--- src/rtl/semaforo_pkg.sv ---
// Shared definitions for the nine-channel traffic-light driver:
// channel state encoding, channel indices and the default pedestrian map.
package semaforo_pkg;

    typedef enum logic [1:0] {
        ST_RED   = 2'd0,
        ST_GREEN = 2'd1,
        ST_CLEAR = 2'd2   // YELLOW on vehicle heads, BLINK_GREEN on pedestrian heads
    } ch_state_t;

    localparam int NUM_CH         = 9;
    localparam int CH_NN          = 0;
    localparam int CH_NS          = 1;
    localparam int CH_TH          = 2;
    localparam int CH_GIRO_NN_IZQ = 3;
    localparam int CH_GIRO_NN_DER = 4;
    localparam int CH_GIRO_TH_IZQ = 5;
    localparam int CH_PEA_N       = 6;
    localparam int CH_PEA_TH1     = 7;
    localparam int CH_PEA_TH2     = 8;

    localparam logic [NUM_CH-1:0] DEFAULT_PED_MASK = 9'b111000000;

    function automatic ch_state_t next_state(input ch_state_t s);
        case (s)
            ST_RED:   return ST_GREEN;
            ST_GREEN: return ST_CLEAR;
            default:  return ST_RED;
        endcase
    endfunction

endpackage

--- src/rtl/semaforo_channel.sv ---
// One signal head: RED -> GREEN -> CLEAR -> RED state plus lamp decode.
// IS_PED selects pedestrian behaviour for CLEAR and for flashing mode.
module semaforo_channel
    import semaforo_pkg::*;
#(
    parameter bit IS_PED = 1'b0
) (
    input  logic clk,
    input  logic rst_n,
    input  logic load,
    input  logic load_green,
    input  logic advance,
    input  logic flash,
    input  logic blink_phase,
    output logic red,
    output logic yellow,
    output logic green,
    output logic is_red
);

    ch_state_t state;

    // NOTE: sequential state uses non-blocking assignments so every channel
    // samples the same pre-edge values regardless of evaluation order.
    always_ff @(posedge clk or negedge rst_n) begin
        if (!rst_n) begin
            state <= ST_RED;
        end else if (load) begin
            state <= load_green ? ST_GREEN : ST_RED;
        end else if (advance) begin
            state <= next_state(state);
        end
    end

    assign is_red = (state == ST_RED);

    // NOTE: every lamp gets a default before the branches, so no latch is inferred.
    always_comb begin
        red    = 1'b0;
        yellow = 1'b0;
        green  = 1'b0;
        if (flash) begin
            if (IS_PED) red    = blink_phase;
            else        yellow = blink_phase;
        end else begin
            case (state)
                ST_RED:   red   = 1'b1;
                ST_GREEN: green = 1'b1;
                ST_CLEAR: begin
                    if (IS_PED) green  = blink_phase;
                    else        yellow = 1'b1;
                end
                default:  red   = 1'b1;
            endcase
        end
    end

endmodule

--- src/rtl/semaforo_driver.sv ---
// Nine-channel intersection driver: blink generator, enable edge load,
// sticky TH-versus-NN/NS conflict detector forcing flashing mode.
module semaforo_driver
    import semaforo_pkg::*;
#(
    parameter int                CLK_HZ     = 10000,
    parameter int                BLINK_HALF = 2500,
    parameter logic [NUM_CH-1:0] PED_MASK   = DEFAULT_PED_MASK
) (
    input  logic              CLK,
    input  logic              reset_general_n,
    input  logic              enable_general,
    input  logic [NUM_CH-1:0] change,
    input  logic [NUM_CH-1:0] set_val,
    output logic [NUM_CH-1:0] lamp_red,
    output logic [NUM_CH-1:0] lamp_yellow,
    output logic [NUM_CH-1:0] lamp_green,
    output logic [NUM_CH-1:0] red_status,
    output logic              red_check_SemaforoNN_E6,
    output logic              conflict
);

    // Counter is sized to hold a full second or the blink half-period, whichever is larger.
    localparam int CNT_MAX = (CLK_HZ > BLINK_HALF) ? CLK_HZ : BLINK_HALF;
    localparam int CNT_W   = $clog2(CNT_MAX + 1);
    localparam logic [CNT_W-1:0] CNT_LAST = CNT_W'(BLINK_HALF - 1);

    logic [CNT_W-1:0] blink_cnt;
    logic             blink_phase;
    logic             en_q;
    logic             load;
    logic             flash;
    logic             unsafe;

    always_ff @(posedge CLK or negedge reset_general_n) begin
        if (!reset_general_n) begin
            blink_cnt   <= '0;
            blink_phase <= 1'b0;
        end else if (blink_cnt == CNT_LAST) begin
            blink_cnt   <= '0;
            blink_phase <= ~blink_phase;
        end else begin
            blink_cnt   <= blink_cnt + 1'b1;
        end
    end

    // en_q resets low, so an enable held through reset still produces a load.
    assign load = enable_general & ~en_q;

    assign unsafe = ~red_status[CH_TH] & (~red_status[CH_NN] | ~red_status[CH_NS]);

    always_ff @(posedge CLK or negedge reset_general_n) begin
        if (!reset_general_n) begin
            en_q     <= 1'b0;
            conflict <= 1'b0;
        end else begin
            en_q <= enable_general;
            if (unsafe) conflict <= 1'b1;
        end
    end

    assign flash = ~enable_general | conflict;

    for (genvar i = 0; i < NUM_CH; i++) begin : g_ch
        semaforo_channel #(
            .IS_PED (PED_MASK[i])
        ) u_channel (
            .clk         (CLK),
            .rst_n       (reset_general_n),
            .load        (load),
            .load_green  (set_val[i]),
            .advance     (enable_general & change[i]),
            .flash       (flash),
            .blink_phase (blink_phase),
            .red         (lamp_red[i]),
            .yellow      (lamp_yellow[i]),
            .green       (lamp_green[i]),
            .is_red      (red_status[i])
        );
    end

    assign red_check_SemaforoNN_E6 = red_status[CH_NN];

endmodule

--- config.mk ---
export PLATFORM = sky130hd
export DESIGN_NAME = semaforo_driver
export DESIGN_NICKNAME = d
export VERILOG_FILES = /design/src/rtl/semaforo_pkg.sv /design/src/rtl/semaforo_channel.sv /design/src/rtl/semaforo_driver.sv
export SDC_FILE = /design/constraint.sdc
export NUM_CORES = 1
export LEC_CHECK = 0
export CORE_ASPECT_RATIO = 0.5
export CORE_MARGIN = 4
export CORE_UTILIZATION = 63
export CTS_CLUSTER_SIZE = 40
export DETAILED_ROUTE_END_ITERATION = 10
export DONT_BUFFER_PORTS = 1
export GPL_TIMING_DRIVEN = 0
export PLACE_DENSITY = 0.86
export SLEW_MARGIN = 10
export SYNTH_ARGS = -nofsm -noshare
export SYNTH_HDL_FRONTEND = slang
export SYNTH_HIERARCHICAL = 1
export SYNTH_SLANG_ARGS = --single-unit
--- constraint.sdc ---
create_clock -name CLK -period 2.2 [get_ports CLK]
set_input_delay 0.44 -clock CLK [delete_from_list [all_inputs] [get_ports CLK]]
set_output_delay 0.44 -clock CLK [all_outputs]
set_load 0.03 [all_outputs]
==> results_dict.tcl, run 1 <==
set metrics [dict create \
    antenna_found_initial 0 \
    fin_crit_sh_pct 95.1 \
    synthXorXnorAreaFrac_pct 3.30 \
    clock-skew-final_ns 0.00566 \
    grt_max_degree 36 \
    grtUsageTotal_pct 20.7 \
    routed_wl_microns 4680 \
    status "complete, no violations" \
    slew_headroom_pct 62.6 \
    path_clk_slew_ns 0.07 \
    synth-compound-area-share_pct 5.39 \
    path_max_fanout 27 \
    numCtsBuffers 5 \
    ys_seq_area_share_pct 36.6 \
    cts.sink_count 35 \
    async_flop_share_pct 100 \
    grt_pass1_wl_microns 7810 \
    most-common-layout-cells "ha_1 (37), dfrtp_1 (34), inv_1 (22)" \
    io_buffers 0 \
    clk_latency_ns 0.28 \
    grt_remaining_overflow 0 \
    holdWs_ns 0.178 \
    ir_drop_mv 0.332 \
    fin_util_pct 74.7 \
    drive_gt1_share_pct 14.9 \
    synth_top_family_by_area "simple AND/OR/NAND/NOR gates" \
    crit_cells 2 \
    synth_edf_count 0 \
    fin_crit_ns 2.09 \
    crit_type "register to output port" \
    ios 59 \
    cp.arrival_ns 1.65 \
    end_kind "output port" \
    total_power_mw 1.75 \
    final_hold_viol_count 0 \
    cap_violations 0 \
    setup_viol 0 \
    hold_depth 0 \
    drv_slew 0 \
    power_density_mw_per_mm2 662 \
    synth-simple-area-share_pct 19.6 \
    place_ws_ns -0.381 \
    netlist_area_sq_mm 0.00239 \
    drc_errors 0 \
    clk_root_buffer_cell "clkbuf_8" \
    viasPerCell 5.65 \
    tns_ns 0 \
    muxShareOfSynthArea_pct 10.4 \
    gp_congestion 0.795 \
    fmax_mhz 478 \
    mostFrequentLayoutCell "ha_1" \
    cts_tree "built" \
    critPathTopFamily "simple AND/OR/NAND/NOR gates" \
    dp_hpwl_microns 3420 \
    required_ns 1.76 \
    first_global_vias 1769 \
    die-area_sq_mm 0.00490 \
    fin_nets 307 \
    htree_levels 2 \
    synth_nets 297 \
    yosysUniqueCellTypes 35 \
    crit_chain "nand2b_4 -> nor2_1" \
    first_iter_violations 43 \
    synthCells 239 \
    die_h_microns 51.6 \
    yosysWarningCount 6 \
    hold_class "input pin to register" \
    final.setup.worst_slack_ns 0.107 \
    num_vias 1696 \
    syn_avg_cell_area_sq_um 10.0 \
    synthAdderAreaFrac_pct 19.4 \
    dieWidth_microns 95.1 \
    placeableCoreArea_sq_mm 0.00355 \
    ys_ff_latch 35 \
    max-clock-path-buffers 2 \
    p_leak_nw 1.24 \
    rsz0062_at_grt "no" \
    drt-pass1-iter-count 4 \
    crit_path_top_delay_cell "nor2_1" \
    synthFlopType "dfrtp_1" \
    r2r_cells 4 \
    n_antenna_cell 0 \
    area_growth_pct 10.9 \
    rows 15 \
    slowest_delay_ns 0.53 \
    initial_core_util_pct 67.4 \
    worst_pin_slew_ns 0.559 \
    cp-start-kind "register" \
    post_cts_buffers 0 \
    path_buf_inv 0 \
    ant_nets 0 \
    wl_per_cell_microns 15.6 \
]
-- cell families (layout without fill, tap and decap cells) --
| logic type | after synthesis | count (layout) |
|---|---|---|
| DFF | 35 | 35 |
| xor gates and xnor gates | 9 | 9 |
| AOI/OAI and AO/OA | 24 | 24 |
| other | 3 | 3 |
| muxes | 24 | 24 |
| adders and majority gates | 37 | 37 |
| and+or+nand+nor | 80 | 80 |
| buffers and inverters | 27 | 37 |
-- area by class of cell --
type / count / area (sq um)
multi-input combinational: 177 / 1460
fill: 222 / 897
sequential: 35 / 877
clock buffer: 6 / 82.6
inverter: 22 / 82.6
tap: 51 / 63.8
timing repair buffer: 3 / 45.0
buffer: 5 / 33.8
clock inverter: 1 / 5.00
-- state kept, by name, summed over array words and instances (netlist names) --
signal	count
blink_phase	1
blink_cnt	14
conflict	1
en_q	1
g_ch.u_channel/state	18
-- cell usage after synthesis (5+ instances only) --
| library cell | count | share of area (%) |
|---|---|---|
| mux2i_1 | 18 | 7.5 |
| and2b_1 | 6 | 1.9 |
| ha_1 | 37 | 19 |
| a21oi_1 | 5 | 1.0 |
| nor2_1 | 18 | 2.8 |
| dfrtp_1 | 35 | 37 |
| mux2_2 | 6 | 2.8 |
| nand3_1 | 5 | 1.0 |
| nand2_1 | 15 | 2.4 |
| nor4_1 | 6 | 1.6 |
| inv_1 | 22 | 3.5 |
| xor2_1 | 5 | 1.8 |
| and2_1 | 9 | 2.4 |
| o21ai_1 | 9 | 1.9 |
| o21ai_0 | 6 | 1.3 |
-- layer usage --
layer	GRT usage [%]	share of wire (%)	vias up
met2	38.6	51	38
met4	8.61	1.7	0
met5	0	0	-
li1	-	-	828
met3	5.20	5.5	9
met1	22.7	42	821
-- where the power goes --
group	switching [mW]	internal (mW)
registers	0.0598	0.704
logic	0.333	0.186
clock network	0.226	0.246
-- worst reg2reg max path, stage by stage, from the launching register on --
cell and delay, ns:
dfrtp_1 0.40, ha_1 0.32, inv_1 0.16, or4_1 0.53, o211ai_1 0.10
-- repair_timing --
action / CTS / global route
hold buffers: 2 / 0
endpoints found under the hold margin: 35 / 0
pin swaps: 0 / 0
resized for setup: 17 / 1
setup endpoints to repair: 24 / 7
-- through the flow --
stage / instances / instance area (sq um)
floorplan: 239 / 2390
global placement: 290 / 2450
detailed placement: 291 / 2470
CTS: 300 / 2650
global route: 300 / 2650
finish: 300 / 2650
-- worst paths after layout --
kind	startpoint	to	slack, ns
worst max-delay path	conflict	lamp_red[3]	0.11
worst max register to register	blink_cnt[0]	blink_cnt[8]	0.60
worst min-delay path	enable_general	en_q	0.18
worst min register to register	blink_cnt[13]	blink_cnt[13]	0.47
min in group asynchronous	reset_general_n	blink_cnt[5]	0.61
max in group asynchronous	reset_general_n	conflict	1.40
Power figures use the tool's default switching activity.
==> run 2, diff against run 1 <==
clock period = 2.1 ns   (was 2.2 ns; I/O delays follow)
==> run 2 against run 1 <==
- clock skew up 0.0015 ns
- critical path depth unchanged
- combinational power is 5.6% higher
==> results_dict.tcl, run 2 (synthesized netlist as in run 1, its figures left out) <==
set metrics [dict create \
    crit-reg2reg-launch "blink_cnt[0]" \
    use_met2_pct 38.8 \
    gp_congestion 0.795 \
    drv_slew 0 \
    p_leak_nw 1.24 \
    holdPathEnd "en_q" \
    placeableCoreArea_sq_mm 0.00355 \
    grt_use_met3_pct 5.20 \
    grt_pass1_wl_microns 7850 \
    largest-register "g_ch.u_channel/state" \
    fin_crit_sh_pct 99.2 \
    dp_hpwl_microns 3420 \
    ant_nets 0 \
    ir_drop_mv 0.348 \
    most-common-layout-cells "ha_1 (37), dfrtp_1 (34), inv_1 (22)" \
    top_usage_layer "met2" \
    viasPerCell 5.62 \
    worst-r2r-setup-slack_ns 0.51 \
    rsz0062_at_grt "yes" \
    cts_tree "built" \
    num_vias 1687 \
    grtUsageMet1_pct 23.1 \
    htree_levels 2 \
    end_kind "output port" \
    clk_latency_ns 0.28 \
    grt_remaining_overflow 0 \
    first_global_vias 1762 \
    drive_gt1_share_pct 15.7 \
    critPathTopFamily "multiplexers" \
    crit_chain "nand2b_4 -> mux2_2" \
    clk_root_buffer_cell "clkbuf_8" \
    fmax_mhz 480 \
    routed_wl_microns 4730 \
    fin_nets 307 \
    die-area_sq_mm 0.00490 \
    path_clk_slew_ns 0.07 \
    max-clock-path-buffers 2 \
    status "complete, no violations" \
    dieWidth_microns 95.1 \
    required_ns 1.68 \
    clock-skew-final_ns 0.00713 \
    slowest_delay_ns 0.48 \
    area_growth_pct 11.1 \
    design_area_sq_mm 0.00266 \
    rows 15 \
    grtUsageTotal_pct 20.8 \
    io_buffers 0 \
    crit_type "register to output port" \
    fin_crit_ns 2.08 \
    cp-start-kind "register" \
    cap_violations 0 \
    total_power_mw 1.84 \
    worst_pin_slew_ns 0.555 \
    reg.largest.list "g_ch.u_channel/state: 18 flops, blink_cnt: 14 flops" \
    setup_viol 0 \
    antenna_found_initial 0 \
    dpl_cell_area_sq_mm 0.00247 \
    initial_core_util_pct 67.4 \
    n_antenna_cell 0 \
    power_density_mw_per_mm2 694 \
    hold_class "input pin to register" \
    r2r_cells 4 \
    final_hold_viol_count 0 \
    numCtsBuffers 5 \
    die_h_microns 51.6 \
    largest_reg_flops 18 \
    fillers 221 \
    drc_errors 0 \
    mostFrequentLayoutCell "ha_1" \
    cp.arrival_ns 1.66 \
    wl_per_cell_microns 15.8 \
    r2r-end "blink_cnt[8]" \
    cts.sink_count 35 \
    path_buf_inv 0 \
    hp-start "enable_general" \
    crit_path_top_delay_cell "mux2_2" \
    drt-pass1-iter-count 4 \
    grt_max_degree 36 \
    post_cts_buffers 0 \
    path_max_fanout 27 \
    first_iter_violations 37 \
    slew_headroom_pct 62.8 \
    hold_depth 0 \
    ios 59 \
]
-- run 2: cell counts in the layout (fill, tap and decap cells not counted) --
No cell type changed its count.
-- run 2: what timing repair did --
action	CTS	global route
hold endpoints to repair	35	0
gates cloned	0	0
resized for setup	18	2
setup endpoints to repair	24	9
hold buffers	2	0
-- run 2: worst max-delay path by stage --
stage / startpoint / to / slack (ns) / cells past startpoint
global route: conflict / lamp_red[3] / -0.03 / 2
CTS: conflict / lamp_red[3] / 0.02 / 2
detailed placement: conflict / lamp_green[8] / -0.46 / 2
global placement: conflict / lamp_green[6] / -0.40 / 2
floorplan: conflict / lamp_green[6] / -0.16 / 2
finish: conflict / lamp_yellow[1] / 0.02 / 2
-- run 2: area by class of cell --
| cell class | count | area, sq um | share of cell area, % |
|---|---|---|---|
| buffer | 5 | 33.8 | 1.27 |
| inverter | 22 | 82.6 | 3.11 |
| timing repair buffer | 3 | 45.0 | 1.70 |
| tap | 51 | 63.8 | 2.40 |
| multi-input combinational | 177 | 1470 | 55.2 |
| clock buffer | 6 | 82.6 | 3.11 |
| clock inverter | 1 | 5.00 | 0.189 |
| sequential | 35 | 877 | 33.0 |
-- run 2: through the flow --
stage                     utilization, %  worst slack (ns)  hold slack (ns)  setup TNS [ns]  cells
after detailed placement            69.7            -0.461            0.126           -4.39    291
after global placement              69.2            -0.401            0.125           -9.63    290
final                               74.9            0.0170            0.158               0    300
after CTS                           74.7            0.0221            0.151               0    300
after floorplan                        -            -0.155            0.124          -0.839    239
after global routing                74.9           -0.0268            0.144          -0.145    300
-- run 2: routing by layer --
layer | wire length, microns | share of wire (%) | vias to the layer above
met2 | 2390 | 50 | 36
met5 | 0 | 0 | -
met1 | 2030 | 43 | 818
li1 | - | - | 826
met4 | 65 | 1.4 | 0
met3 | 248 | 5.2 | 7
-- run 2: report_power, final --
group          switching [mW]  total (mW)  internal [mW]
Clock                   0.236       0.493          0.257
Sequential             0.0628       0.801          0.738
Combinational           0.353       0.548          0.196
Total                   0.651        1.84           1.19
-- run 2: worst reg2reg max path: stages (launching register included) --
cell,delay (ns)
dfrtp_1,0.40
ha_1,0.32
inv_1,0.16
or4_1,0.53
o211ai_1,0.10
